[src/rtl/fifo_word_unpacker.sv]
// fifo_word_unpacker: pops IN_WIDTH words from a registered-output sync FIFO
// and re-serialises each one onto a valid/ready stream as OUT_WIDTH chunks,
// most significant chunk first, so the first byte packed is the first byte out.
// Only one FIFO read is ever outstanding, which keeps the FIFO's lagging
// registered empty flag from ever causing an over-read.
module fifo_word_unpacker #(
  parameter int IN_WIDTH  = 32,
  parameter int OUT_WIDTH = 8
) (
  input  logic                 clk,
  input  logic                 rst,
  input  logic                 en,
  input  logic                 fifo_empty,
  output logic                 fifo_rd_en,
  input  logic [IN_WIDTH-1:0]  fifo_dout,
  output logic [OUT_WIDTH-1:0] out_data,
  output logic                 out_valid,
  input  logic                 out_ready,
  output logic                 out_last,
  output logic                 busy
);

  localparam int CHUNKS = IN_WIDTH / OUT_WIDTH;
  localparam int CNT_W  = (CHUNKS > 1) ? $clog2(CHUNKS) : 1;
  localparam logic [CNT_W-1:0] LAST_CNT = CNT_W'(CHUNKS - 1);

  typedef enum logic [1:0] {
    IDLE,
    RD,
    WAIT,
    SHIFT
  } state_t;

  state_t               state_q, state_d;
  logic                 rd_en_q, rd_en_d;
  logic                 valid_q, valid_d;
  logic                 last_q, last_d;
  logic [OUT_WIDTH-1:0] data_q, data_d;
  logic [IN_WIDTH-1:0]  shreg_q, shreg_d;
  logic [CNT_W-1:0]     cnt_q, cnt_d;
  logic [IN_WIDTH-1:0]  shifted;
  logic                 handshake;

  // Next-state and registered-output logic: fetch a word, wait for the FIFO's
  // one-cycle read latency, then walk the chunks out MSB first on handshakes.
  always_comb begin
    state_d   = state_q;
    rd_en_d   = 1'b0;
    valid_d   = valid_q;
    last_d    = last_q;
    data_d    = data_q;
    shreg_d   = shreg_q;
    cnt_d     = cnt_q;
    shifted   = shreg_q << OUT_WIDTH;
    handshake = valid_q && out_ready;

    case (state_q)
      IDLE: begin
        if (en && !fifo_empty) begin
          rd_en_d = 1'b1;
          state_d = RD;
        end
      end
      RD: begin
        state_d = WAIT;
      end
      WAIT: begin
        shreg_d = fifo_dout;
        data_d  = fifo_dout[IN_WIDTH-1 -: OUT_WIDTH];
        valid_d = 1'b1;
        cnt_d   = '0;
        last_d  = (CHUNKS == 1);
        state_d = SHIFT;
      end
      SHIFT: begin
        if (handshake) begin
          if (cnt_q != LAST_CNT) begin
            shreg_d = shifted;
            data_d  = shifted[IN_WIDTH-1 -: OUT_WIDTH];
            cnt_d   = cnt_q + CNT_W'(1);
            last_d  = ((cnt_q + CNT_W'(1)) == LAST_CNT);
          end else begin
            valid_d = 1'b0;
            last_d  = 1'b0;
            if (en && !fifo_empty) begin
              rd_en_d = 1'b1;
              state_d = RD;
            end else begin
              state_d = IDLE;
            end
          end
        end
      end
      default: begin
        state_d = IDLE;
      end
    endcase
  end

  // State and output registers; reset discards any word in flight.
  always_ff @(posedge clk) begin
    if (rst) begin
      state_q <= IDLE;
      rd_en_q <= 1'b0;
      valid_q <= 1'b0;
      last_q  <= 1'b0;
      data_q  <= '0;
      shreg_q <= '0;
      cnt_q   <= '0;
    end else begin
      state_q <= state_d;
      rd_en_q <= rd_en_d;
      valid_q <= valid_d;
      last_q  <= last_d;
      data_q  <= data_d;
      shreg_q <= shreg_d;
      cnt_q   <= cnt_d;
    end
  end

  assign fifo_rd_en = rd_en_q;
  assign out_valid  = valid_q;
  assign out_last   = last_q;
  assign out_data   = data_q;
  assign busy       = (state_q != IDLE);

endmodule

[config.mk]
export PLATFORM = sky130hd
export DESIGN_NAME = fifo_word_unpacker
export DESIGN_NICKNAME = d
export VERILOG_FILES = /design/src/rtl/fifo_word_unpacker.sv
export SDC_FILE = /design/constraint.sdc
export NUM_CORES = 1
export LEC_CHECK = 0
export BUFFER_PORTS_ARGS = -buffer_cell sky130_fd_sc_hd__buf_2
export CAP_MARGIN = 5
export CORE_ASPECT_RATIO = 0.8
export CORE_MARGIN = 2
export CORE_UTILIZATION = 56
export DETAILED_ROUTE_END_ITERATION = 12
export PLACE_DENSITY = 0.92
export SLEW_MARGIN = 20
export SYNTH_ARGS = -nofsm -noshare
export SYNTH_HDL_FRONTEND = slang
export SYNTH_SLANG_ARGS = --single-unit
[constraint.sdc]
create_clock -name clk -period 4 [get_ports clk]
set_clock_uncertainty 0.15 [all_clocks]
set_input_delay 1 -clock clk [delete_from_list [all_inputs] [get_ports clk]]
set_output_delay 1 -clock clk [all_outputs]
set_load 0.02 [all_outputs]
==> metrics <==
CP max-delay cell nor2b_1; Post-DRT Antenna Nets 0; CTS Buf Count 5; Worst path top cell family by delay simple AND/OR/NAND/NOR gates; Power Density 625 nW/um2; post-CTS repair timing setup buffer count 0; Mapped Cells 190; H-tree depth 2; RSZ-0062 raised after global routing false; Final Hold Fails 0; Core Util, Final 0.692; global route overflow 0; first-pass GRT wire length 6240 um; # hold bufs at CTS 0; Syn Area/Cell 10.0 um2; CTS tree built; CP peak stage delay 0.57 ns; final clock period utilization by the worst path 0.613; CP cell instances ha_2 > buf_4 > nor2b_2 > nor2b_1 > a21oi_1 > nor2_1; Clock Latency Late Sink ~0.29 ns; total clock sinks 39; mux share of post-synthesis cell area 0.142; CTS Buffer Depth 2; area grow syn2layout 14.7%; area of the mapped netlist 1900 um2; drt wl/cell ~14 um; min cycle time layout approximately 2.5 ns; Critical Path RT slightly above 4 ns; Chip Height 56.1 um; syn nets roughly 230; Crit Path Category reg2reg; status finished clean; register area share after synthesis 0.411; Port Buffers 48; Root Buffer clkbuf_8; nets 274; Remaining DRCs 0; die area 3880 um2; critical path capture point type register; drt pass-1 iters 4; compound-cell area share of the yosys netlist 0.193; antenna fix cells 0; share of cells above drive strength 1 0.341; P_leak 0.823 nW; peak supply drop ~0.46 mV; Die W 69.2 um; drt via density 5.36; Placement Setup Slack roughly 1.6 ns; max-slew violations 0; placed wire-length estimate 2610 um; Ys Warns 0; Routed WL approximately 3800 um; Distinct cells, synth 26; effective utilization at floorplan 0.603; row cnt 18; crit path buf inv count 1; fmax 408 MHz; antenna violations before repair 0; register bit count reported by yosys 39; final setup vio count 0; number of gates resized after CTS 0; Least-Margin Pin Slew 0.919 ns; largest net degree at the start of global routing just under 50; 1st-iter DRT viols 48; CP max FO 25; main combinational cell family by area after synthesis compound AO/OA/AOI/OAI gates; global-route usage over all layers 0.201; Final WS setup 1.55 ns; commonest non-fill, non-tap cell in the layout buf_2; vias in the first global route ~1400; # Max-Cap Violations 0; setup TNS 0 ns; clk slew on worst S/H paths approximately 0.070 ns; xor/xnor share of the synthesized area 0; vias after detailed routing 1459; Ports 49; max_slew headroom 0.387; most frequent cells in the layout buf_2, dfxtp_1, nor2_1; Setup crit start kind register; GP Congestion about 0.67; Hold WC Path Type reg2reg; Synth Area in Simple Gates 0.149; critical path arrival 2.52 ns; CORE AREA 3150 um2; Adder-Cell Fraction of Synth Area 0.0395
-- path summary, 6_finish.rpt --
| path | from | endpoint | slack (ns) | cells after the start |
|---|---|---|---|---|
| worst max-delay path | state_q[1] | cnt_q[1] | 1.55 | 6 |
| worst min-delay path | shreg_q[5] | shreg_q[5] | 0.31 | 2 |
| worst max register to register | state_q[1] | cnt_q[1] | 1.55 | 6 |
| worst min register to register | shreg_q[5] | shreg_q[5] | 0.31 | 2 |
-- kinds of logic (layout without fill, tap and decap cells) --
family,count (synthesis),after routing
AO/OA/AOI/OAI,39,39
multiplexers,27,27
adder cells (fa/ha/maj),6,6
flip-flops,39,39
buffers and inverters,20,62
AND/OR/NAND/NOR,59,59
-- cell usage after synthesis, drive strengths merged --
library cell  instances  area [um2]
nor2                 31         116
clkbuf                4        18.8
nand3                 3        15.0
nand2                10        37.5
ha                    6        75.1
nor2b                 2        15.0
a21oi                12        60.1
a211oi               24         280
a41oi                 1        8.76
mux2i                27         270
nor4                  1        6.26
nand3b                8        60.1
inv                   5        18.8
a22oi                 1        7.51
buf                  11        87.6
nor3                  1        5.00
nand2b                2        20.0
a32o                  1        10.0
nand4b                1        8.76
dfxtp                39         781
-- metal layers --
layer	up-vias	part of all wire	wire length [um]	track usage
li1	754	-	-	-
met1	661	0.49	1860	0.258
met2	36	0.44	1670	0.324
met3	8	0.047	177	0.0507
met4	0	0.021	78	0.0812
met5	-	0	0	0
-- report_power, final --
group          switching, mW  internal [mW]
registers             0.0667          0.500
clock network          0.136          0.122
logic                  0.321          0.218
total                  0.524          0.839
-- worst reg2reg max path, stage by stage, from the launching register on --
cell and delay (ns):
dfxtp_1 0.41, ha_2 0.40, buf_4 0.44, nor2b_2 0.12, nor2b_1 0.57, a21oi_1 0.19
nor2_1 0.12
-- registers in the layout (all words and copies together) (netlist names) --
name and count:
shreg_q 24, out_data 8, cnt_q 2, state_q 2
fifo_rd_en 1, out_last 1, out_valid 1
-- cell type report --
class,count,area (um2)
fillers,270,972
multi-input cells,131,998
repair buffers,49,248
clock inverters,2,12.5
flip-flops and latches,39,781
clock buffers,6,72.6
well taps,40,50.0
inverters,5,18.8
-- per-stage QoR --
| stage | instance area [um2] | instances | hold WS, ns | total power [mW] |
|---|---|---|---|---|
| 3_3_place_gp | 2100 | 264 | 0.289 | 1.08 |
| 6_report | 2180 | 272 | 0.306 | 1.36 |
| 2_1_floorplan | 1900 | 190 | 0.282 | 1.02 |
| 5_1_grt | 2180 | 272 | 0.338 | 1.45 |
| 3_5_place_dp | 2100 | 264 | 0.296 | 1.11 |
| 4_1_cts | 2180 | 272 | 0.307 | 1.37 |
Note: power is estimated with default switching activity, not from simulation.
